[config.mk]
export PLATFORM = sky130hd
export DESIGN_NAME = spram_uart_reader_flat
export DESIGN_NICKNAME = d
export VERILOG_FILES = /design/src/rtl/spram_uart_reader_if.sv /design/src/rtl/spram_uart_reader.sv /design/src/flat_wrapper.sv
export SDC_FILE = /design/constraint.sdc
export NUM_CORES = 1
export LEC_CHECK = 0
export CAP_MARGIN = 20
export CORE_MARGIN = 2
export CORE_UTILIZATION = 40
export DETAILED_ROUTE_END_ITERATION = 6
export GPL_ROUTABILITY_DRIVEN = 0
export PLACE_DENSITY = 0.76
export SLEW_MARGIN = 20
export SYNTH_ARGS = -nofsm -noshare
export SYNTH_HDL_FRONTEND = slang
export SYNTH_SLANG_ARGS = --single-unit
[constraint.sdc]
create_clock -name clk -period 4 [get_ports clk]
set_clock_uncertainty 0.05 [all_clocks]
set_input_delay 1 -clock clk [delete_from_list [all_inputs] [get_ports clk]]
set_output_delay 1 -clock clk [all_outputs]
set_load 0.03 [all_outputs]
[src/rtl/spram_uart_reader_if.sv]
// ---------------------------------------------------------------------------
// spram_uart_reader_if
// Groups the SPRAM read port and the UART transmit handshake used by
// spram_uart_reader.
//   master : the reader (drives ram_addr/ram_wren/tx_data/tx_send)
//   slave  : the SPRAM + UART side (drives ram_data_out/tx_ready)
// Signals:
//   ram_addr     SPRAM word address
//   ram_wren     SPRAM write enable (always 0 from the reader)
//   ram_data_out SPRAM read data
//   tx_data      byte offered to the transmitter
//   tx_send      tx_data is valid
//   tx_ready     transmitter accepts; a byte moves on a clk edge with
//                tx_send=1 and tx_ready=1
// ---------------------------------------------------------------------------
interface spram_uart_reader_if #(
   parameter int ADDR_WIDTH = 16,
   parameter int DATA_WIDTH = 16
);
   logic [ADDR_WIDTH-1:0] ram_addr;
   logic                  ram_wren;
   logic [DATA_WIDTH-1:0] ram_data_out;
   logic [7:0]            tx_data;
   logic                  tx_send;
   logic                  tx_ready;

   modport master (
      output ram_addr,
      output ram_wren,
      output tx_data,
      output tx_send,
      input  ram_data_out,
      input  tx_ready
   );

   modport slave (
      input  ram_addr,
      input  ram_wren,
      input  tx_data,
      input  tx_send,
      output ram_data_out,
      output tx_ready
   );
endinterface

[src/rtl/spram_uart_reader.sv]
// ---------------------------------------------------------------------------
// spram_uart_reader
// Reads word_count 16-bit words from SPRAM starting at base_addr and streams
// them to a UART transmitter, high byte first. Addresses wrap modulo
// 2^ADDR_WIDTH.
//
// Optional build macro: CHECKSUM_EN
//   When defined, one extra byte (XOR of every data byte of the dump, 0x00
//   for an empty dump) is sent after the last word, before done.
//
// Ports:
//   clk, rst    clock, asynchronous active-high reset
//   start       one-cycle dump request, ignored while busy
//   base_addr   first word address, sampled with start
//   word_count  number of words (0 .. 2^ADDR_WIDTH), sampled with start
//   busy        dump in progress
//   done        one-cycle pulse after the last byte has been accepted
//   bus         spram_uart_reader_if.master: SPRAM port + UART handshake
// ---------------------------------------------------------------------------
module spram_uart_reader #(
   parameter int ADDR_WIDTH   = 16,
   parameter int DATA_WIDTH   = 16,
   parameter int READ_LATENCY = 2
) (
   input  logic                  clk,
   input  logic                  rst,
   input  logic                  start,
   input  logic [ADDR_WIDTH-1:0] base_addr,
   input  logic [ADDR_WIDTH:0]   word_count,
   output logic                  busy,
   output logic                  done,
   spram_uart_reader_if.master   bus
);

   localparam logic [ADDR_WIDTH:0]   CNT_ZERO = {(ADDR_WIDTH+1){1'b0}};
   localparam logic [ADDR_WIDTH:0]   CNT_ONE  = {{ADDR_WIDTH{1'b0}}, 1'b1};
   localparam logic [ADDR_WIDTH-1:0] ADDR_ONE = {{(ADDR_WIDTH-1){1'b0}}, 1'b1};
   // Value of lat_cnt_r on the edge where the SPRAM data becomes valid.
   localparam logic [1:0]            LAT_LAST = 2'(READ_LATENCY - 1);

   typedef enum logic [2:0] {
      ST_IDLE    = 3'd0,
      ST_FETCH   = 3'd1,
      ST_WAIT    = 3'd2,
      ST_SEND_HI = 3'd3,
      ST_SEND_LO = 3'd4,
      ST_SEND_CK = 3'd5,
      ST_FINISH  = 3'd6
   } state_t;

   state_t                state_r;
   logic [ADDR_WIDTH-1:0] ram_addr_r;
   logic [ADDR_WIDTH:0]   remaining_r;
   logic [7:0]            lo_byte_r;
   logic [1:0]            lat_cnt_r;
   logic [7:0]            tx_data_r;
   logic                  tx_send_r;
   logic                  busy_r;
   logic                  done_r;

`ifdef CHECKSUM_EN
   logic [7:0]            csum_r;

   // XOR of the two bytes of one SPRAM word.
   function automatic logic [7:0] fold_xor(input logic [DATA_WIDTH-1:0] w);
      return w[DATA_WIDTH-1 -: 8] ^ w[7:0];
   endfunction
`endif

   // Output mapping: every output comes straight from a register.
   assign busy         = busy_r;
   assign done         = done_r;
   assign bus.ram_addr = ram_addr_r;
   assign bus.ram_wren = 1'b0;
   assign bus.tx_data  = tx_data_r;
   assign bus.tx_send  = tx_send_r;

   // Dump sequencer: address/latency tracking, byte handshake, done/busy.
   always_ff @(posedge clk or posedge rst) begin
      if (rst) begin
         state_r     <= ST_IDLE;
         ram_addr_r  <= {ADDR_WIDTH{1'b0}};
         remaining_r <= CNT_ZERO;
         lo_byte_r   <= 8'h00;
         lat_cnt_r   <= 2'd0;
         tx_data_r   <= 8'h00;
         tx_send_r   <= 1'b0;
         busy_r      <= 1'b0;
         done_r      <= 1'b0;
`ifdef CHECKSUM_EN
         csum_r      <= 8'h00;
`endif
      end else begin
         done_r <= 1'b0;
         case (state_r)
            ST_IDLE: begin
               if (start) begin
                  ram_addr_r  <= base_addr;
                  remaining_r <= word_count;
                  lat_cnt_r   <= 2'd0;
                  busy_r      <= 1'b1;
`ifdef CHECKSUM_EN
                  csum_r <= 8'h00;
                  if (word_count == CNT_ZERO) begin
                     // Empty dump still sends the (zero) checksum byte.
                     tx_data_r <= 8'h00;
                     tx_send_r <= 1'b1;
                     state_r   <= ST_SEND_CK;
                  end else begin
                     state_r <= ST_FETCH;
                  end
`else
                  if (word_count == CNT_ZERO) begin
                     state_r <= ST_FINISH;
                  end else begin
                     state_r <= ST_FETCH;
                  end
`endif
               end else begin
                  state_r <= ST_IDLE;
               end
            end

            ST_FETCH: begin
               if (READ_LATENCY <= 1) begin
                  // Data already valid on the first edge after the address.
                  lo_byte_r <= bus.ram_data_out[7:0];
                  tx_data_r <= bus.ram_data_out[DATA_WIDTH-1 -: 8];
                  tx_send_r <= 1'b1;
`ifdef CHECKSUM_EN
                  csum_r    <= csum_r ^ fold_xor(bus.ram_data_out);
`endif
                  state_r   <= ST_SEND_HI;
               end else begin
                  lat_cnt_r <= 2'd1;
                  state_r   <= ST_WAIT;
               end
            end

            ST_WAIT: begin
               if (lat_cnt_r == LAT_LAST) begin
                  lo_byte_r <= bus.ram_data_out[7:0];
                  tx_data_r <= bus.ram_data_out[DATA_WIDTH-1 -: 8];
                  tx_send_r <= 1'b1;
`ifdef CHECKSUM_EN
                  csum_r    <= csum_r ^ fold_xor(bus.ram_data_out);
`endif
                  state_r   <= ST_SEND_HI;
               end else begin
                  lat_cnt_r <= lat_cnt_r + 2'd1;
               end
            end

            ST_SEND_HI: begin
               // tx_send stays high into SEND_LO; only tx_data changes.
               if (bus.tx_ready) begin
                  tx_data_r <= lo_byte_r;
                  state_r   <= ST_SEND_LO;
               end else begin
                  state_r <= ST_SEND_HI;
               end
            end

            ST_SEND_LO: begin
               if (bus.tx_ready) begin
                  remaining_r <= remaining_r - CNT_ONE;
                  ram_addr_r  <= ram_addr_r + ADDR_ONE;
                  if (remaining_r == CNT_ONE) begin
`ifdef CHECKSUM_EN
                     tx_data_r <= csum_r;
                     state_r   <= ST_SEND_CK;
`else
                     tx_send_r <= 1'b0;
                     state_r   <= ST_FINISH;
`endif
                  end else begin
                     tx_send_r <= 1'b0;
                     state_r   <= ST_FETCH;
                  end
               end else begin
                  state_r <= ST_SEND_LO;
               end
            end

`ifdef CHECKSUM_EN
            ST_SEND_CK: begin
               if (bus.tx_ready) begin
                  tx_send_r <= 1'b0;
                  state_r   <= ST_FINISH;
               end else begin
                  state_r <= ST_SEND_CK;
               end
            end
`endif

            ST_FINISH: begin
               done_r  <= 1'b1;
               busy_r  <= 1'b0;
               state_r <= ST_IDLE;
            end

            default: begin
               tx_send_r <= 1'b0;
               busy_r    <= 1'b0;
               state_r   <= ST_IDLE;
            end
         endcase
      end
   end

endmodule

[src/flat_wrapper.sv]
// flat-port wrapper written by rule: the top's interface ports become plain ports
module spram_uart_reader_flat 
#(
   parameter int ADDR_WIDTH   = 16,
   parameter int DATA_WIDTH   = 16,
   parameter int READ_LATENCY = 2
)
  (clk, rst, start, base_addr, word_count, busy, done, bus_ram_addr, bus_ram_wren, bus_tx_data, bus_tx_send, bus_ram_data_out, bus_tx_ready);
  spram_uart_reader_if #(.ADDR_WIDTH(ADDR_WIDTH), .DATA_WIDTH(DATA_WIDTH)) bus_i ();
  input  logic clk;
  input  logic rst;
  input  logic start;
  input  logic [ADDR_WIDTH-1:0] base_addr;
  input  logic [ADDR_WIDTH:0] word_count;
  output logic busy;
  output logic done;
  output wire logic [$bits(bus_i.ram_addr)-1:0] bus_ram_addr;
  output wire logic [$bits(bus_i.ram_wren)-1:0] bus_ram_wren;
  output wire logic [$bits(bus_i.tx_data)-1:0] bus_tx_data;
  output wire logic [$bits(bus_i.tx_send)-1:0] bus_tx_send;
  input wire logic [$bits(bus_i.ram_data_out)-1:0] bus_ram_data_out;
  input wire logic [$bits(bus_i.tx_ready)-1:0] bus_tx_ready;
  assign bus_ram_addr = bus_i.ram_addr;
  assign bus_ram_wren = bus_i.ram_wren;
  assign bus_tx_data = bus_i.tx_data;
  assign bus_tx_send = bus_i.tx_send;
  assign bus_i.ram_data_out = bus_ram_data_out;
  assign bus_i.tx_ready = bus_tx_ready;
  spram_uart_reader #(.ADDR_WIDTH(ADDR_WIDTH), .DATA_WIDTH(DATA_WIDTH), .READ_LATENCY(READ_LATENCY)) u_core (.clk(clk), .rst(rst), .start(start), .base_addr(base_addr), .word_count(word_count), .busy(busy), .done(done), .bus(bus_i));
endmodule
==> metrics.md <==
| Metric | Value |
|---|---|
| Area share of the largest cell type after synthesis | `43.2%` |
| Yosys cell types | `62` |
| Initial antenna violation count | `0` |
| Initial Util | `40.8%` |
| Post-CTS Hold Buffers | `0` |
| First-pass GRT wire length | `14000 um` |
| Leading post-synthesis cells by cell area | `dfrtp_1, o21ai_0, a21oi_1` |
| Post-synthesis cell count | `361` |
| Critical path origin | `bus_tx_ready` |
| Hold Crit Class | `flop to flop` |
| Rows | `33` |
| RR Startpoint | `u_core.state_r[0]` |
| Max cap viols | `0` |
| Post-Syn Area | `3300 um2` |
| Htree depth | `3` |
| Largest net degree at the start of global routing | `40` |
| Routed via count | `3112` |
| Multi-input logic area | `1740 um2` |
| Port buffer count | `79` |
| LEAKAGE | `1.68 nW` |
| Core Footprint | `8090 um2` |
| R2R depth | `5` |
| VDD IR-drop max | `404 uV` |
| Synth Net Count | `418` |
| R2R Path End | `u_core.remaining_r[5]` |
| Worst-path clk slew | `0.07 ns` |
| CTS tree | `yes` |
| Setup_tns | `0 ns` |
| FF+latch count, synth | `57` |
| Post_cts resized | `0` |
| Post-DP HPWL | `6130 um` |
| Fmax | `342 MHz` |
| Clock Sinks | `57` |
| Hold Vio Cnt, Final | `0` |
| Initial drt markers | `188` |
| Status | `complete, no violations` |
| Final Cell Area | `4350 um2` |
| Syn-to-layout area delta | `31.9%` |
| Gr usage total | `20.0%` |
| Max_slew headroom | `44.3%` |
| CTS Buf Count | `9` |
| Wire per inst | `16.1 um` |
| Remaining global-route overflow | `0` |
| Vias in the first global route | `2939` |
| RSZ-0062 raised after global routing | `no` |
| Pwr/cell area | `725 nW/um2` |
| Antenna Cells | `0` |
| Die Y | `94.8 um` |
| Data required, critical path | `4.21 ns` |
| Drt drc | `0` |
| Critical path launch point type | `input pin` |
| Ys Warns | `0` |
| EDFF count, synth | `0` |
| Io pins | `81` |
| Crit-path max FO | `17` |
| Clk buf depth | `2` |
| Die area | `8990 um2` |
| Dominant cell type by area after synthesis | `dfrtp_1` |
| Crit path capture | `u_core.remaining_r[15]` |
| Slew @ Worst Pin | `0.835 ns` |
| Area after DPL | `4180 um2` |
| Sequential-to-total area share from yosys stat | `43.2%` |
| Drt total wl | `8690 um` |
| R2r setup slk | `1.66 ns` |
| CP arrival | `3.13 ns` |
| First drt pass iteration count | `4` |
| Ys flop type | `dfrtp_1` |
| Final nets | `487` |
| Ys async rst share | `100%` |
| Fill cells | `751` |
| Slew Limit Fails | `0` |
| CP Capture Type | `flop` |
| CP Class | `input pin to flop` |
| Via density | `5.76` |
| Clk Latency, worst-skew pair | `0.33 ns` |
| Final worst path period share | `73.1%` |
| Setup violators final | `0` |
| Final min period | `2.93 ns` |
| Avg Cell Area, Syn | `9.14 um2` |
| Post-route ant nets | `0` |
| Share of layout cells above drive strength 1 | `9.66%` |
| Die X | `94.8 um` |
| Storage cell area | `1430 um2` |
| Clk root buf | `clkbuf_8` |
| Post-CTS Setup Bufs | `0` |
## flip-flops by register name (all words and copies together), names as in the netlist
name / flops
u_core.bus.tx_send: 1
u_core.bus.tx_data: 8
u_core.done: 1
u_core.bus.ram_addr: 16
u_core.state_r: 3
u_core.lat_cnt_r: 2
u_core.remaining_r: 17
u_core.busy: 1
u_core.lo_byte_r: 8
## where the power goes
part | switching [W] | total (W) | internal, W
Clock | 0.000227 | 0.000483 | 0.000256
Combinational | 0.000815 | 0.00150 | 0.000683
Sequential | 0.000322 | 0.00117 | 0.000852
Total | 0.00136 | 0.00315 | 0.00179
## logic make-up (layout without fill, tap and decap cells)
kind of cell,count (synthesis),in the layout,synth area share (%)
AND/OR/NAND/NOR,132,132,22.2
AO/OA/AOI/OAI,108,108,21.3
flip-flops,57,57,43.2
buffers and inverters,37,111,4.63
multiplexers,21,21,6.75
adder cells (fa/ha/maj),4,4,1.52
other,1,1,0.114
XOR/XNOR,1,1,0.266
## metal layers
metal | part of all wire (%) | GRT usage (%)
met1 | 43 | 25.5
met4 | 0.62 | 5.80
met3 | 8.9 | 7.34
met5 | 0 | 0
met2 | 48 | 31.9
## per-stage QoR
stage	cells	total power (W)	hold WS [ns]	setup WS, ns	util (%)
after floorplan	361	0.00211	0.401	1.55	-
after global placement	524	0.00262	0.411	0.736	51.6
after detailed placement	524	0.00268	0.428	0.696	51.6
after CTS	540	0.00318	0.439	1.08	53.8
after global routing	540	0.00338	0.465	0.962	53.8
final	540	0.00315	0.441	1.07	53.8
## Yosys cell counts, drive strengths merged (2+ instances only)
cell type	instances
a211oi	2
a21boi	2
a21o	2
a21oi	24
a22o	2
a22oi	4
a2bb2oi	6
a311oi	3
a31oi	2
and2	7
and3	4
and4	4
buf	10
clkbuf	19
dfrtp	57
ha	4
inv	8
mux2	10
mux2i	11
nand2	25
nand2b	4
nand3	14
nand4	6
nor2	28
nor3	9
nor4	7
o211ai	5
o21ai	30
o22a	3
o22ai	9
o2bb2ai	4
o41ai	2
or3	7
or3b	2
or4	5
or4b	3
## cell usage in the layout, fill, tap and decap left out, types with 10 or more instances in the layout
master | Yosys | routed
nand3_1 | 14 | 14
nand2_1 | 25 | 25
clkbuf_8 | 0 | 11
a21oi_1 | 23 | 23
dfrtp_1 | 57 | 57
nor2_1 | 28 | 28
mux2_2 | 10 | 10
clkdlybuf4s50_1 | 0 | 79
o21ai_0 | 29 | 29
mux2i_1 | 11 | 11
## worst min-delay path by stage
| stage | start | endpoint | slack, ns | cells past startpoint |
|---|---|---|---|---|
| after floorplan | u_core.remaining_r[14] | u_core.remaining_r[14] | 0.40 | 1 |
| after global placement | u_core.bus.tx_data[3] | u_core.bus.tx_data[3] | 0.41 | 2 |
| after detailed placement | u_core.remaining_r[14] | u_core.remaining_r[14] | 0.43 | 1 |
| after CTS | u_core.remaining_r[14] | u_core.remaining_r[14] | 0.44 | 1 |
| after global routing | u_core.remaining_r[14] | u_core.remaining_r[14] | 0.46 | 1 |
| final | u_core.bus.tx_data[3] | u_core.bus.tx_data[3] | 0.44 | 2 |
## worst max-delay path, cell delays in order
cell and delay (ns):
clkdlybuf4s50_1 0.63, mux2i_1 0.21, nand2b_1 0.46, buf_4 0.32, or3_1 0.35, o211ai_1 0.15
## final cells by class
class	instances	area share (%)
multi-input combinational	267	40.0
tap	105	3.02
clock inverter	3	0.345
timing repair buffer	87	19.6
sequential	57	32.8
clock buffer	13	3.65
inverter	8	0.690
Note: power is estimated with default switching activity, not from simulation.
